<file path="src/rtl/register_bank_sb_pkg.sv">
// Shared CPU register-bank definitions: default widths, the hardwired-zero
// register index and the address type. Imported by the bank, its interface
// and its scoreboard.
package register_bank_sb_pkg;

  localparam int DEF_DATA_WIDTH = 32;
  localparam int DEF_ADDR_WIDTH = 5;

  typedef logic [DEF_ADDR_WIDTH-1:0] reg_addr_t;

  // Entry 0 is never stored and never pending; it always reads as zero.
  localparam reg_addr_t REG_ZERO = '0;

endpackage

</file>
<file path="src/rtl/register_bank_sb_if.sv">
// Register-bank port bundle: writeback, issue-reserve and two read ports.
// master = decode/writeback side (drives strobes/addresses, receives data/busy).
// slave  = the register bank.
interface register_bank_sb_if
  import register_bank_sb_pkg::*;
#(
  parameter int DATA_WIDTH = DEF_DATA_WIDTH,
  parameter int ADDR_WIDTH = DEF_ADDR_WIDTH
);

  logic                  write_enable;
  logic [ADDR_WIDTH-1:0] write_address;
  logic [DATA_WIDTH-1:0] write_value;
  logic                  reserve_enable;
  logic [ADDR_WIDTH-1:0] reserve_address;
  logic [ADDR_WIDTH-1:0] read_address1;
  logic [ADDR_WIDTH-1:0] read_address2;
  logic [DATA_WIDTH-1:0] value1;
  logic [DATA_WIDTH-1:0] value2;
  logic                  busy1;
  logic                  busy2;
  logic [ADDR_WIDTH:0]   pending_count;

  modport master (
    output write_enable, write_address, write_value,
    output reserve_enable, reserve_address,
    output read_address1, read_address2,
    input  value1, value2, busy1, busy2, pending_count
  );

  modport slave (
    input  write_enable, write_address, write_value,
    input  reserve_enable, reserve_address,
    input  read_address1, read_address2,
    output value1, value2, busy1, busy2, pending_count
  );

endinterface

</file>
<file path="src/rtl/register_bank_sb_scoreboard.sv">
// Pending-write scoreboard: one bit per register, set at issue, cleared at writeback.
// Ports: write/reserve strobes+addresses, two read addresses -> busy1/busy2 (comb),
// pending_count (registered popcount, maintained incrementally, never wraps).
module register_scoreboard #(
  parameter int ADDR_WIDTH = 5,
  parameter int BYPASS     = 1
) (
  input  logic                  clk,
  input  logic                  reset_n,
  input  logic                  write_enable,
  input  logic [ADDR_WIDTH-1:0] write_address,
  input  logic                  reserve_enable,
  input  logic [ADDR_WIDTH-1:0] reserve_address,
  input  logic [ADDR_WIDTH-1:0] read_address1,
  input  logic [ADDR_WIDTH-1:0] read_address2,
  output logic                  busy1,
  output logic                  busy2,
  output logic [ADDR_WIDTH:0]   pending_count
);

  localparam int NUM_REGS = 2 ** ADDR_WIDTH;
  localparam int CW       = ADDR_WIDTH + 1;

  logic [NUM_REGS-1:0] pending_q, pending_d;
  logic [CW-1:0]       count_q, count_d;
  logic                wr_hit, rsv_hit, set_new, clr_old;

  always_comb begin
    wr_hit  = write_enable && (write_address != '0);
    rsv_hit = reserve_enable && (reserve_address != '0);
    // A reserve on the same edge as a writeback to the same register wins:
    // the bit stays set, so no clear is counted for that register.
    set_new = rsv_hit && !pending_q[reserve_address];
    clr_old = wr_hit && pending_q[write_address] &&
              !(rsv_hit && (reserve_address == write_address));

    pending_d = pending_q;
    if (wr_hit)  pending_d[write_address]   = 1'b0;
    if (rsv_hit) pending_d[reserve_address] = 1'b1;

    count_d = count_q + CW'(set_new) - CW'(clr_old);
  end

  always_ff @(posedge clk or negedge reset_n) begin
    if (!reset_n) begin
      pending_q <= '0;
      count_q   <= '0;
    end else begin
      pending_q <= pending_d;
      count_q   <= count_d;
    end
  end

  // A writeback landing this cycle satisfies the reader when forwarding is on.
  always_comb begin
    busy1 = pending_q[read_address1] &&
            !((BYPASS != 0) && write_enable && (write_address == read_address1));
    busy2 = pending_q[read_address2] &&
            !((BYPASS != 0) && write_enable && (write_address == read_address2));
  end

  assign pending_count = count_q;

endmodule

</file>
<file path="src/rtl/register_bank_sb.sv">
// Register bank: 2**ADDR_WIDTH x DATA_WIDTH file, entry 0 hardwired zero, two
// combinational read ports, one synchronous write port, optional write-to-read
// bypass and a pending-write scoreboard (busy1/busy2, pending_count).
// Ports: clk, reset_n (async active-low), bus (register_bank_sb_if.slave).
module register_bank_sb
  import register_bank_sb_pkg::*;
#(
  parameter int DATA_WIDTH = DEF_DATA_WIDTH,
  parameter int ADDR_WIDTH = DEF_ADDR_WIDTH,
  parameter int BYPASS     = 1
) (
  input  logic               clk,
  input  logic               reset_n,
  register_bank_sb_if.slave  bus
);

  localparam int NUM_REGS = 2 ** ADDR_WIDTH;

  logic [DATA_WIDTH-1:0] regs [NUM_REGS];

  // Entry 0 is held at zero by reset and never written.
  always_ff @(posedge clk or negedge reset_n) begin
    if (!reset_n) begin
      for (int i = 0; i < NUM_REGS; i++) regs[i] <= '0;
    end else if (bus.write_enable && (bus.write_address != '0)) begin
      regs[bus.write_address] <= bus.write_value;
    end
  end

  function automatic logic [DATA_WIDTH-1:0] read_port(
    input logic [ADDR_WIDTH-1:0] addr,
    input logic [DATA_WIDTH-1:0] stored,
    input logic                  we,
    input logic [ADDR_WIDTH-1:0] wa,
    input logic [DATA_WIDTH-1:0] wv
  );
    if (addr == '0)                             return '0;
    if ((BYPASS != 0) && we && (wa == addr))    return wv;
    return stored;
  endfunction

  always_comb begin
    bus.value1 = read_port(bus.read_address1, regs[bus.read_address1],
                           bus.write_enable, bus.write_address, bus.write_value);
    bus.value2 = read_port(bus.read_address2, regs[bus.read_address2],
                           bus.write_enable, bus.write_address, bus.write_value);
  end

  register_scoreboard #(
    .ADDR_WIDTH (ADDR_WIDTH),
    .BYPASS     (BYPASS)
  ) u_scoreboard (
    .clk             (clk),
    .reset_n         (reset_n),
    .write_enable    (bus.write_enable),
    .write_address   (bus.write_address),
    .reserve_enable  (bus.reserve_enable),
    .reserve_address (bus.reserve_address),
    .read_address1   (bus.read_address1),
    .read_address2   (bus.read_address2),
    .busy1           (bus.busy1),
    .busy2           (bus.busy2),
    .pending_count   (bus.pending_count)
  );

endmodule

</file>
<file path="src/flat_wrapper.sv">
// flat-port wrapper written by rule: the top's interface ports become plain ports
module register_bank_sb_flat import register_bank_sb_pkg::*;
#(
  parameter int DATA_WIDTH = DEF_DATA_WIDTH,
  parameter int ADDR_WIDTH = DEF_ADDR_WIDTH,
  parameter int BYPASS     = 1
)
  (clk, reset_n, bus_write_enable, bus_write_address, bus_write_value, bus_reserve_enable, bus_reserve_address, bus_read_address1, bus_read_address2, bus_value1, bus_value2, bus_busy1, bus_busy2, bus_pending_count);
  register_bank_sb_if #(.DATA_WIDTH(DATA_WIDTH), .ADDR_WIDTH(ADDR_WIDTH)) bus_i ();
  input  logic clk;
  input  logic reset_n;
  input wire logic [$bits(bus_i.write_enable)-1:0] bus_write_enable;
  input wire logic [$bits(bus_i.write_address)-1:0] bus_write_address;
  input wire logic [$bits(bus_i.write_value)-1:0] bus_write_value;
  input wire logic [$bits(bus_i.reserve_enable)-1:0] bus_reserve_enable;
  input wire logic [$bits(bus_i.reserve_address)-1:0] bus_reserve_address;
  input wire logic [$bits(bus_i.read_address1)-1:0] bus_read_address1;
  input wire logic [$bits(bus_i.read_address2)-1:0] bus_read_address2;
  output wire logic [$bits(bus_i.value1)-1:0] bus_value1;
  output wire logic [$bits(bus_i.value2)-1:0] bus_value2;
  output wire logic [$bits(bus_i.busy1)-1:0] bus_busy1;
  output wire logic [$bits(bus_i.busy2)-1:0] bus_busy2;
  output wire logic [$bits(bus_i.pending_count)-1:0] bus_pending_count;
  assign bus_i.write_enable = bus_write_enable;
  assign bus_i.write_address = bus_write_address;
  assign bus_i.write_value = bus_write_value;
  assign bus_i.reserve_enable = bus_reserve_enable;
  assign bus_i.reserve_address = bus_reserve_address;
  assign bus_i.read_address1 = bus_read_address1;
  assign bus_i.read_address2 = bus_read_address2;
  assign bus_value1 = bus_i.value1;
  assign bus_value2 = bus_i.value2;
  assign bus_busy1 = bus_i.busy1;
  assign bus_busy2 = bus_i.busy2;
  assign bus_pending_count = bus_i.pending_count;
  register_bank_sb #(.DATA_WIDTH(DATA_WIDTH), .ADDR_WIDTH(ADDR_WIDTH), .BYPASS(BYPASS)) u_core (.clk(clk), .reset_n(reset_n), .bus(bus_i));
endmodule
</file>
<file path="config.mk">
export PLATFORM = sky130hd
export DESIGN_NAME = register_bank_sb_flat
export DESIGN_NICKNAME = d
export VERILOG_FILES = /design/src/rtl/register_bank_sb_pkg.sv /design/src/rtl/register_bank_sb_if.sv /design/src/rtl/register_bank_sb_scoreboard.sv /design/src/rtl/register_bank_sb.sv /design/src/flat_wrapper.sv
export SDC_FILE = /design/constraint.sdc
export NUM_CORES = 2
export LEC_CHECK = 0
export ABC_CLOCK_PERIOD_IN_PS = 3300
export CORE_MARGIN = 8
export CORE_UTILIZATION = 26
export DETAILED_ROUTE_END_ITERATION = 10
export PLACE_DENSITY = 0.45
export REMOVE_ABC_BUFFERS = 1
export SLEW_MARGIN = 40
export SYNTH_ARGS = -nofsm -noshare
export SYNTH_HDL_FRONTEND = slang
export SYNTH_HIERARCHICAL = 1
export SYNTH_SLANG_ARGS = --single-unit
</file>
<file path="constraint.sdc">
create_clock -name clk -period 3.3 [get_ports clk]
set_input_delay 0.825 -clock clk [delete_from_list [all_inputs] [get_ports clk]]
set_output_delay 0.825 -clock clk [all_outputs]
set_load 0.005 [all_outputs]
</file>
# --- After elaboration in Yosys (flattened, before gate mapping) ---
# Cells that the tools add are included.
word_totals:
  output_inout_bits: 72
  in_bits: 56
  regBits: 1062
op_classes:
  order_cmp: 10
  mux: 37
  eq_ne: 3
  bitwise_logic: 6
  reduce_logical: 21
  addsub: 2
op_table:
  columns: ["op", "n"]
  rows:
  - ["bitwise mux 1024 bit", 1]
  - ["2-to-1 mux 32 bit", 15]
  - ["binary-select mux 32 bit (select 5 bit)", 2]
  - ["demux 32 bit (select 5 bit)", 1]
  - ["AND 32 bit", 1]
  - ["inverter 32 bit", 1]
  - ["OR 32 bit", 1]
  - ["less-than comparator 5 x 6 -> 1 bit (second input constant)", 4]
  - ["binary-select mux 1 bit (select 5 bit)", 4]
  - [">= comparator 6 bit (second input constant)", 3]
  - ["inverter 5 -> 6 bit", 3]
  - ["== test 5 bit", 3]
  - ["logical AND 1 bit", 13]
  - ["2-to-1 mux 1 bit", 12]
  - ["demux 1 bit (select 5 bit)", 2]
  - [">= comparator 5 x 1 -> 1 bit (second input constant)", 2]
  - ["logical NOT 5 bit", 2]
  - ["nonzero test 5 bit", 2]
  - ["adder 6 x 1 -> 6 bit", 1]
  - ["less-than comparator 6 x 1 -> 1 bit (second input constant)", 1]
  - ["subtractor 6 x 1 -> 6 bit", 1]
  - ["logical NOT 1 bit", 4]

# --- Depth between registers and ports, before layout ---
depth:
  ltp_word: 9
  mapped_depth: 13

# --- Hierarchy ---
# The synthesis kept the hierarchy.
modules_own_cells:
  columns: ["mod", "seq_area_each_um2", "cells_each", "area_per_inst_um2", "instances"]
  rows:
  - ["register_bank_sb", 25624.6, 3865, 55585.8, 1]
  - ["register_scoreboard", 950.9, 284, 2967.8, 1]

# --- Worst setup path before layout ---
# Ideal clock, no wire load.
synth_path:
  path_type: "input port to flip-flop"
  startpoint: "input bus_reserve_address[0]"
  endpoint: "register u_core.u_scoreboard.count_q[4], in the netlist u_core/u_scoreboard/pending_count[4]"
  required_ps: 3220
  setup_time_ps: 80
  n_path_buf: 1
  path_slack_ps: -305
  t_arrival_ps: 3525
  path_stages: 12
  cell_sequence: "buf_6 mux4_2 mux4_2 a22oi_1 nand3_1 ha_1 inv_1 ha_1 fa_1 a21o_1 a21oi_1 xnor2_1"
synth_via:
  elab_chain_cells: 6
  word_cells_on_any_way: 12
  classes_between: "add/sub: 2; eq/ne: 1; mux: 2; reduce/logical: 7"
synth_lines:
  columns: ["element", "line_no", "rtl"]
  rows:
  - ["start, declared", "flat_wrapper.sv:16", "input wire logic [$bits(bus_i.reserve_address)-1:0] bus_reserve_address;"]
  - ["binary-select mux 1 bit (select 5 bit) or nonzero test 5 bit (tied branches)", "register_bank_sb_scoreboard.sv:33, register_bank_sb_scoreboard.sv:30", null]
  - ["2-to-1 mux 1 bit (not written as such) or logical AND 1 bit (tied branches)", "register_bank_sb_scoreboard.sv:33, register_bank_sb_scoreboard.sv:30", null]
  - ["logical NOT 1 bit or logical AND 1 bit (tied branches)", "register_bank_sb_scoreboard.sv:33, register_bank_sb_scoreboard.sv:35", null]
  - ["logical AND 1 bit or logical NOT 1 bit (tied branches)", "register_bank_sb_scoreboard.sv:33, register_bank_sb_scoreboard.sv:35", null]
  - ["adder 6 x 1 -> 6 bit or logical AND 1 bit (tied branches)", "register_bank_sb_scoreboard.sv:41, register_bank_sb_scoreboard.sv:34", null]
  - ["subtractor 6 x 1 -> 6 bit *", "register_bank_sb_scoreboard.sv:41", "count_d = count_q + CW'(set_new) - CW'(clr_old);"]
  - ["net u_core.u_scoreboard.count_d[4]", "register_bank_sb_scoreboard.sv:25", "logic [CW-1:0] count_q, count_d;"]
  - ["end signal, assigned", "register_bank_sb_scoreboard.sv:50", "count_q <= count_d;"]
  - ["end, declared", "register_bank_sb_scoreboard.sv:25", null]
# The timed path passes the listed nets; every way through them passes the cells marked *. The select of a mux whose other input is x is not followed.
# A chain may end at the register's enable or synchronous reset.

# --- Worst setup path after layout ---
layout_path:
  startpoint: "input bus_read_address2[0]"
  endpoint: "output bus_value2[25]"
layout_via:
  elab_chain_cells: 6
  word_cells_on_any_way: 13
  classes_between: "eq/ne: 1; mux: 9; bitwise: 1; reduce/logical: 2"
layout_lines:
  columns: ["element", "line_no", "rtl"]
  rows:
  - ["start, declared", "flat_wrapper.sv:18", "input wire logic [$bits(bus_i.read_address2)-1:0] bus_read_address2;"]
  - ["inverter 5 -> 6 bit (not written as such) or == test 5 bit (tied branches)", "register_bank_sb.sv:45, register_bank_sb.sv:38", null]
  - ["binary-select mux 32 bit (select 5 bit) or logical AND 1 bit (tied branches)", "register_bank_sb.sv:45, register_bank_sb.sv:38", null]
  - ["2-to-1 mux 32 bit (not written as such) or 2-to-1 mux 1 bit (tied branches) (2 in a row)", "register_bank_sb.sv:45, register_bank_sb.sv:38", null]
  - ["2-to-1 mux 32 bit", "register_bank_sb.sv:39", "return stored;"]
  - ["2-to-1 mux 32 bit *", "register_bank_sb.sv:38", "if ((BYPASS != 0) && we && (wa == addr)) return wv;"]
  - ["end, declared", "flat_wrapper.sv:20", "output wire logic [$bits(bus_i.value2)-1:0] bus_value2;"]
# Mark *: on every way between the ends. The rest lies on a longest branch, timed or not. The select of a mux whose other input is x is not followed.

==> run_results.csv <==
group,metric,value,unit
setup_path,cp_common_cell,"buf_6",
layout,drive_gt1_share,61.3,%
power_and_ir_drop,power.leakage,34.1,nW
sta,relSlewSlack,50.5,%
setup_path,cp_data_required_time,2.47,ns
global_route,grt-ovfl-total,0,
global_route,grt_pass1_vias,43900,
floorplan,rows,174,
placed_design,dp_slack,-1.74,ns
routing,dr.pass1.iters,5,
layout,utilization,35.4,%
global_route,antenna_found_initial,6,
layout,layoutNonFillerInstCount,8008,
sta,setup_ws,-0.549,ns
setup_path,rr_endpoint,"u_core/u_scoreboard/pending_count[4]$_DFF_PN0_",
yosys,ys_ff_latch,1062,
setup_path,endpoint,"bus_value2[25]",
layout,area_growth,35.6,%
floorplan,die-area,241000,sq um
sta,clock_skew,0.00572,ns
clocking,cts_buffers,134,
yosys,syn_inst,4149,
setup_path,crit_type,"in2out",
global_route,grt_max_degree,121,
sta,rsz0062_at_grt,"true",
global_route,grtUsageTotal,19.5,%
run_status,violations,"negative setup slack",
routing,wire_per_inst,30.3,microns
yosys,synth.most_common_cell,"dfrtp_1",
floorplan,design.core.area,224000,sq um
setup_path,worstPathCellList,"buf_16 -> buf_16 -> buf_8 -> buf_6 -> mux4_2 -> mux4_2 -> a21oi_4 -> buf_6 -> nor2_4 -> buf_6",
clocking,cts_tree,"done",
flow_run,maxCapViolCount,0,
yosys,syn_area,58600,sq um
setup_path,start_kind,"primary input",
placed_design,placedCellCount,7505,
sta,max_freq,260,MHz
setup_path,slowest_stage,"mux4_2",
setup_path,reg2reg_slack,0.13,ns
yosys,synth.distinct_cells,71,
setup_path,cp-startpoint,"bus_read_address2[0]",
clocking,clk_path_buf_depth,3,
routing,drt-total-wl,243,mm
sta,drv_slew,0,
yosys,synthTopCellsByCount,"dfrtp_1, mux2_2, mux4_2, mux2i_1, clkbuf_1",
routing,drt_iter0_drc,3464,
routing,ant_nets,0,
placed_design,gp_congestion,0.813,
routing,drc,0,
yosys,async_flop_share,100,%
floorplan,start_util,26.1,%
yosys,synth-edff-count,0,
yosys,yosysWarnings,6,
worst_hold_path,hold_class,"reg2reg",
routing,vias_per_cell,5.31,
layout,nets,4972,
setup_path,cp-end-kind,"output pin",
floorplan,die_w,491,microns
yosys,synth_ff_type,"dfrtp_1",
setup_path,slowest_delay,0.55,ns
yosys,synth-seq-area-share,45.4,%
sta,finalSetupViolations,65,
run_status,outcome,"complete, but fails checks",
floorplan,die_h,491,microns
placed_design,hpwl,160,mm
sta,tightest_slew,0.742,ns
power_and_ir_drop,powerDensity,552,nW/um^2
clocking,cts_sinks,1062,
floorplan,io_pins,128,
setup_path,timing.rr.start,"u_core/u_scoreboard/pending_q[30]$_DFF_PN0_",
clocking,htree_levels,4,
setup_path,arrival,3.02,ns
setup_path,cp_max_fo,6,
sta,hold_viol,0,
yosys,synth_top_cell_by_area,"dfrtp_1",
sta,period_share,117,%
yosys,netlist.area_leader.share,45.4,%
setup_path,reg2reg_depth,12,
routing,vias,42500,
power_and_ir_drop,peakVddDrop,0.000334,V
clocking,cts_root_buffer,"clkbuf_16",
sta,fin_crit,3.85,ns
yosys,synthTopCellsByArea,"dfrtp_1, mux2_2, mux4_2",
global_route,grt_pass1_wl,345,mm
clocking,clk_pin_slew,0.05,ns
yosys,avgSynthCellArea,14.1,sq um
placed_design,io_buffer_count,127,
layout,n_antenna_cell,0,
sta,holdWs,0.398,ns
clocking,clk_latency,0.78,ns
[cell usage in the layout (no fill, tap or decap), drive strengths merged, types with 16 or more instances in the layout]
| cell | count |
|---|---|
| nor3 | 16 |
| a31oi | 25 |
| buf | 1020 |
| o21ai | 142 |
| o22ai | 45 |
| a22oi | 83 |
| clkbuf | 210 |
| dfrtp | 1062 |
| a211oi | 54 |
| a221o | 17 |
| nand2 | 65 |
| xor2 | 17 |
| mux2i | 273 |
| a21oi | 81 |
| mux4 | 420 |
| nor2b | 53 |
| a221oi | 26 |
| mux2 | 1034 |
| nand3 | 34 |
| clkdlybuf4s50 | 43 |
| nor2 | 60 |
| clkinv | 24 |
[how the worst min path moves through the flow]
stage                                         end  slack (ns)                          start  cells after the start
floorplan           u_core/regs[1002]$_DFFE_PN0P_        0.37  u_core/regs[1002]$_DFFE_PN0P_                      0
global placement    u_core/regs[1002]$_DFFE_PN0P_        0.38  u_core/regs[1002]$_DFFE_PN0P_                      0
detailed placement  u_core/regs[1012]$_DFFE_PN0P_        0.38  u_core/regs[1012]$_DFFE_PN0P_                      0
CTS                 u_core/regs[1023]$_DFFE_PN0P_        0.40  u_core/regs[1023]$_DFFE_PN0P_                      0
global route        u_core/regs[1013]$_DFFE_PN0P_        0.40  u_core/regs[1013]$_DFFE_PN0P_                      0
finish              u_core/regs[1023]$_DFFE_PN0P_        0.40  u_core/regs[1023]$_DFFE_PN0P_                      0
[routing by layer]
layer | vias up | share of wire, % | global-route usage, %
li1 | 17600 | - | -
met1 | 23200 | 45 | 27.7
met2 | 1357 | 46 | 31.0
met3 | 352 | 5.3 | 3.16
met4 | 0 | 2.9 | 5.35
met5 | - | 0 | 0
[per-stage QoR]
step / cell area, sq um / power [mW] / TNS, ns
after floorplan: 56200 / 22.7 / -4.53
after global placement: 68800 / 27.1 / -120.06
after detailed placement: 68800 / 27.3 / -93.98
after CTS: 77800 / 43.8 / -25.18
after global routing: 79400 / 45.8 / -26.43
final: 79400 / 43.8 / -23.38
[report_power, final]
part | switching (mW) | internal (mW) | total (mW)
logic | 4.53 | 6.32 | 10.8
clock network | 6.19 | 9.32 | 15.5
registers | 1.90 | 15.6 | 17.5
[cell families (layout without fill, tap and decap cells)]
logic type | count (synthesis) | after routing | synth area share [%]
flops | 1062 | 1062 | 45.4
simple gates | 306 | 306 | 2.76
mux | 1727 | 1727 | 40.8
compound gates | 554 | 554 | 6.37
xor+xnor | 29 | 29 | 0.434
fa+ha+maj | 7 | 7 | 0.162
buf+inv | 464 | 1331 | 4.09
[state kept, by name, summed over array words and instances (netlist names)]
signal	cells
u_core/regs	1024
u_core/u_scoreboard/pending_q	32
u_core/u_scoreboard/pending_count	6
[layout make-up]
type                            instances  area (sq um)
Inverter                               10          41.3
Tap cell                             2992          3740
Sequential cell                      1062         26600
Multi-Input combinational cell       2623         32000
Clock inverter                         43           673
Clock buffer                          200          3970
Timing Repair Buffer                 1078         12400
Fill cell                           21500        145000
[worst max-delay path, delay by kind of cell]
family | cells | cell delay (ns)
compound gates | 1 | 0.20
buf+inv | 6 | 0.84
mux | 2 | 1.05
simple gates | 1 | 0.03
[repair_timing]
action | 4_1_cts | 5_1_grt
buffers inserted | 191 | 93
resized for setup | 886 | 284
hold endpoints to repair | 30 | 0
endpoints found under the setup margin | 71 | 68
hold buffers | 1 | 0
pin swaps | 171 | 165
cloned | 18 | 6
Power figures use the tool's default switching activity.
